[src/rtl/box_renderer.sv]
// box_renderer: turns (box_x, box_y, color) beats into a per-pixel plot
// stream. Each beat erases the previous box in the background colour
// (unless the position is unchanged), then draws the new box.
module box_renderer #(
  parameter logic [8:0] BOX_WIDTH     = 9'd4,
  parameter logic [8:0] BOX_HEIGHT    = 9'd4,
  parameter logic [8:0] SCREEN_WIDTH  = 9'd160,
  parameter logic [8:0] SCREEN_HEIGHT = 9'd120,
  parameter logic [2:0] BG_COLOR      = 3'd0
) (
  input  logic       clock,
  input  logic       reset,
  input  logic       s_valid,
  output logic       s_ready,
  input  logic [8:0] box_x,
  input  logic [8:0] box_y,
  input  logic [2:0] in_color,
  output logic [8:0] vga_x,
  output logic [8:0] vga_y,
  output logic [2:0] vga_color,
  output logic       vga_plot,
  output logic       done
);

  typedef enum logic [1:0] {IDLE, ERASE, DRAW, DONE} state_t;

  state_t     state, state_n;
  logic [8:0] cx, cy, cx_n, cy_n;
  logic [8:0] new_x, new_y, old_x, old_y;
  logic [2:0] new_color;
  logic       have_prev;

  logic       accept;
  logic       last_px;
  logic       erase_needed;
  logic       scan;
  logic [8:0] base_x, base_y;
  logic [2:0] pix_color;
  logic [9:0] sum_x, sum_y;
  logic       pix_plot;

  assign accept       = s_valid & s_ready;
  assign last_px      = (cx == BOX_WIDTH - 9'd1) && (cy == BOX_HEIGHT - 9'd1);
  assign erase_needed = have_prev && ((box_x != old_x) || (box_y != old_y));

  // State register
  always_ff @(posedge clock) begin
    if (reset) state <= IDLE;
    else       state <= state_n;
  end

  // Next-state and raster counter advance
  always_comb begin
    state_n = state;
    cx_n    = cx;
    cy_n    = cy;
    case (state)
      IDLE: begin
        if (accept) begin
          cx_n    = '0;
          cy_n    = '0;
          state_n = erase_needed ? ERASE : DRAW;
        end
      end
      ERASE, DRAW: begin
        if (last_px) begin
          cx_n    = '0;
          cy_n    = '0;
          state_n = (state == ERASE) ? DRAW : DONE;
        end else if (cx == BOX_WIDTH - 9'd1) begin
          cx_n = '0;
          cy_n = cy + 9'd1;
        end else begin
          cx_n = cx + 9'd1;
        end
      end
      DONE:    state_n = IDLE;
      default: state_n = IDLE;
    endcase
  end

  // Handshake and next-pixel values; pixels are computed from the upcoming
  // state so they can be registered and appear one cycle after the handshake
  always_comb begin
    s_ready   = (state == IDLE);
    scan      = 1'b0;
    base_x    = old_x;
    base_y    = old_y;
    pix_color = BG_COLOR;
    case (state_n)
      ERASE: scan = 1'b1;
      DRAW: begin
        scan      = 1'b1;
        base_x    = (state == IDLE) ? box_x    : new_x;
        base_y    = (state == IDLE) ? box_y    : new_y;
        pix_color = (state == IDLE) ? in_color : new_color;
      end
      default: scan = 1'b0;
    endcase
    sum_x    = {1'b0, base_x} + {1'b0, cx_n};
    sum_y    = {1'b0, base_y} + {1'b0, cy_n};
    pix_plot = scan && (sum_x < {1'b0, SCREEN_WIDTH}) && (sum_y < {1'b0, SCREEN_HEIGHT});
  end

  // Beat latches, previous-box tracking and registered pixel outputs
  always_ff @(posedge clock) begin
    if (reset) begin
      cx        <= '0;
      cy        <= '0;
      new_x     <= '0;
      new_y     <= '0;
      new_color <= '0;
      old_x     <= '0;
      old_y     <= '0;
      have_prev <= 1'b0;
      vga_x     <= '0;
      vga_y     <= '0;
      vga_color <= BG_COLOR;
      vga_plot  <= 1'b0;
      done      <= 1'b0;
    end else begin
      cx <= cx_n;
      cy <= cy_n;
      if (accept) begin
        new_x     <= box_x;
        new_y     <= box_y;
        new_color <= in_color;
      end
      if (state == DONE) begin
        old_x     <= new_x;
        old_y     <= new_y;
        have_prev <= 1'b1;
      end
      vga_x     <= scan ? sum_x[8:0] : '0;
      vga_y     <= scan ? sum_y[8:0] : '0;
      vga_color <= scan ? pix_color  : BG_COLOR;
      vga_plot  <= pix_plot;
      done      <= (state_n == DONE);
    end
  end

endmodule
[config.mk]
export PLATFORM = sky130hd
export DESIGN_NAME = box_renderer
export DESIGN_NICKNAME = d
export VERILOG_FILES = /design/src/rtl/box_renderer.sv
export SDC_FILE = /design/constraint.sdc
export NUM_CORES = 1
export LEC_CHECK = 0
export CAP_MARGIN = 5
export CORE_MARGIN = 10
export CORE_UTILIZATION = 45
export DETAILED_ROUTE_END_ITERATION = 10
export GPL_TIMING_DRIVEN = 0
export PLACE_DENSITY_LB_ADDON = 0.05
export SLEW_MARGIN = 20
export SYNTH_ARGS = -nofsm -noshare
export SYNTH_HDL_FRONTEND = slang
export SYNTH_SLANG_ARGS = --single-unit
[constraint.sdc]
create_clock -name clock -period 5.73 [get_ports clock]
set_input_delay 1.146 -clock clock [delete_from_list [all_inputs] [get_ports clock]]
set_output_delay 1.146 -clock clock [all_outputs]
set_load 0.02 [all_outputs]
==> reports/results.tsv, run 1 <==
metric	value	unit
status	complete, no violations	
ys_async_sr_fraction	0	%
antenna_found_initial	0	
min_from	new_color[2]	
post-route-period-util	94.73	%
use_met2	27.77	%
use_met1	20.87	%
hold_viol	0	
io_pins	48	
hold_depth	2	
critical_path_class	primary input to flip-flop	
fin_crit	5.428	ns
regArea	1662	µm²
worstMarginPinSlew	0.7992	ns
fillers	998	
crit_chain	clkdlybuf4s50_1 -> xnor2_1 -> nand4_1 -> nor3_1 -> a41oi_1 -> a221oi_2 -> ha_2 -> clkbuf_2 -> a21oi_1 -> ha_1 -> a21oi_1 -> o211ai_1 -> o41ai_2 -> buf_4 -> mux2i_1 -> nor2b_1 -> nor4_1	
clock_latency	0.37	ns
required	5.99	ns
first_global_vias	3821	
ctsHoldBuffers	0	
die_h	120.8	µm
avgSynthCellArea	8.282	µm²
netlist_area	4572	µm²
critPathMaxFanout	10	
worstReg2RegStart	cx[0]	
crit_arrival	5.69	ns
htree_levels	3	
cts_root_buf	clkbuf_8	
r2r-end	vga_plot	
netlist_instances	552	
path_common_cell	a21oi_1	
p_leak	0.002166	µW
busiest_layer	met2	
die-area	14590	µm²
post-place-ws	-0.7870	ns
drt_iter0_drc	249	
placed_cells	731	
routabilityCongestion	0.8333	
diodes	0	
antenna_left	0	
cts_buffer_depth	2	
cts_sinks	83	
synth_edf_count	0	
routedWlPerCell	16.33	µm
grt_overflow	0	
area_delta_synth_final	18.47	%
drt_first_pass_iters	5	
wirelength	12.20	mm
met3_usage	3.071	%
hold_path_end	new_color[2]	
core-area	9819	µm²
slew_headroom	46.72	%
final_net_count	661	
fin_cells	747	
hp-class	flip-flop to flip-flop	
grt_pass1_wl	19.49	mm
via_count	4045	
synthFlopType	dfxtp_1	
max_stage_delay	0.45	ns
cp-start-kind	primary input	
port-buffer-count	46	
dp_hpwl	9.263	mm
fp.dieW	120.8	µm
synth_nets	604	
worst_slack	0.3021	ns
peakVddDrop	0.1458	mV
vias_per_cell	5.415	
grt_max_degree	15	
rows	36	
ff2ff_setup_slack	0.86	ns
clk_pin_slew_worst_paths	0.09	ns
skew	0.006733	ns
drv_slew	0	
drc	0	
r2r_cells	17	
multi_input_area	2776	µm²
cts_buffers	9	
cp_slowest_cell	clkdlybuf4s50_1	
setup_viol	0	
cap_viol_max_count	0	
initial_core_util	46.56	%
cts_tree	yes	
synth.distinct_cells	54	
ys.warnings.count	0	
grt.total_usage	16.82	%
powerDensity	260.8	nW/µm²
synth.ff_latch_count	83	
seq_area_frac_synth	36.34	%
end_kind	flip-flop	
fmax	184.2	MHz
drive_gt1_share	5.700	%
[sequential cells by signal, summed over array words and instances, names as in the netlist, 2 cells and up]
name and cells:
old_y 9, vga_y 9, cy 9, new_y 9, new_color 3, new_x 9
vga_color 3, old_x 9, cx 9, vga_x 9, state 2
[how the worst max path moves through the flow]
stage / start / endpoint / slack [ns]
after floorplan: box_x[7] / vga_plot / 0.99
after CTS: box_x[3] / vga_plot / 0.09
final: box_y[5] / vga_plot / 0.30
after global routing: box_x[3] / vga_plot / -0.03
after global placement: box_x[3] / vga_plot / -0.79
after detailed placement: box_x[3] / vga_plot / -0.79
[critical path: cells and delay by family]
family,cells,cell delay (ns)
compound gates,6,1.71
buf+inv,3,0.94
xor+xnor,1,0.28
fa+ha+maj,2,0.71
mux,1,0.18
simple gates,4,0.72
[cells in the mapped netlist, types with 2 or more instances]
cell type | n | area, µm²
o31ai_1 | 5 | 37.54
o41ai_1 | 4 | 35.03
nor3_1 | 10 | 50.05
o21a_1 | 3 | 22.52
buf_1 | 2 | 7.510
a21oi_1 | 54 | 270.3
nand3_1 | 11 | 55.05
or2_2 | 2 | 12.51
and3_1 | 6 | 37.54
and2_1 | 7 | 43.79
buf_2 | 3 | 15.01
o2bb2ai_1 | 2 | 17.52
xor2_1 | 8 | 70.07
xnor2_1 | 21 | 183.9
a21o_1 | 2 | 15.01
a211oi_1 | 2 | 15.01
ha_1 | 26 | 325.3
mux2i_1 | 41 | 410.4
nor4_1 | 6 | 37.54
nand4_1 | 4 | 25.02
a211o_1 | 3 | 26.28
o21ai_0 | 22 | 110.1
a31oi_1 | 2 | 12.51
dfxtp_1 | 83 | 1662
nor2_1 | 71 | 266.5
nor4b_1 | 2 | 17.52
o211ai_1 | 2 | 15.01
inv_1 | 14 | 52.55
nand2b_1 | 6 | 37.54
nand2_1 | 70 | 262.8
clkbuf_1 | 18 | 67.56
nor2b_1 | 17 | 106.4
fa_1 | 2 | 40.04
[final cells by class]
class                           count  area share, %
Multi-Input combinational cell    431          51.26
Timing Repair Buffer               47          8.639
Buffer                             23          1.802
Inverter                           14         0.9702
Clock inverter                      6          1.224
Clock buffer                       10          2.356
Tap cell                          133          3.072
Sequential cell                    83          30.68
[power by group]
| group | total, µW | internal [µW] | switching (µW) |
|---|---|---|---|
| logic | 366 | 147 | 219 |
| clock network | 428 | 201 | 227 |
| registers | 619 | 606 | 12.7 |
[repair_timing]
item / CTS / global route
buffers inserted: 0 / 1
pin swaps: 0 / 1
endpoints found under the setup margin: 4 / 3
gates resized for setup: 4 / 2
[kinds of logic after synthesis]
logic type	Yosys count	share of synthesized area, %
flops	83	36.34
xor+xnor	29	5.556
mux	42	9.223
fa+ha+maj	28	7.991
compound gates	109	14.04
buf+inv	38	3.284
simple gates	223	23.56
[per-stage QoR]
stage	power, µW	setup TNS, ns	hold slack, ns	util (%)	area [µm²]
detailed placement	995.6	-2.191	0.4478	52.94	5199
global route	1489	-0.02574	0.4813	55.16	5416
global placement	991.6	-2.459	0.4413	52.94	5199
CTS	1424	0	0.4604	54.99	5400
finish	1412	0	0.4565	55.16	5416
floorplan	862.1	0	0.4357	-	4572
[per-layer routing]
| layer | vias up | wire length, µm |
|---|---|---|
| met1 | 1896 | 5590 |
| met2 | 102 | 5685 |
| met4 | 0 | 268 |
| li1 | 2029 | - |
| met3 | 18 | 650 |
| met5 | - | 0 |
[cell usage in the layout, fill, tap and decap left out, types with 2 or more instances in the layout]
cell type	n
clkbuf_1	15
nor4b_1	2
o21ai_0	22
and3_1	6
a21oi_1	54
xor2_1	8
clkbuf_2	3
o31ai_1	5
a31oi_1	2
inv_1	14
nand2b_1	6
o2bb2ai_1	2
ha_1	25
buf_4	2
a211o_1	3
mux2i_1	41
clkinvlp_4	3
nor3_1	10
o41ai_1	3
fa_1	2
a21o_1	2
nand3_1	11
nand2_1	70
clkbuf_8	9
nor2_1	71
nand4_1	4
o21a_1	3
xnor2_1	21
buf_1	2
or2_2	2
and2_1	7
buf_2	3
dfxtp_1	83
nor2b_1	17
clkdlybuf4s50_1	46
o211ai_1	2
nor4_1	6
a211oi_1	2
No activity file was read; power rests on OpenSTA's default activity.
==> run 2: changes to the inputs <==
--- a/config.mk
+++ b/config.mk
@@ -5,7 +5,7 @@
 export SDC_FILE = /design/constraint.sdc
 export NUM_CORES = 1
 export LEC_CHECK = 0
-export CAP_MARGIN = 5
+export CAP_MARGIN = 20
 export CORE_MARGIN = 10
 export CORE_UTILIZATION = 45
 export DETAILED_ROUTE_END_ITERATION = 10
==> results of run 2 <==
No change in the layout: final DEF, timing and power equal those of run 1.
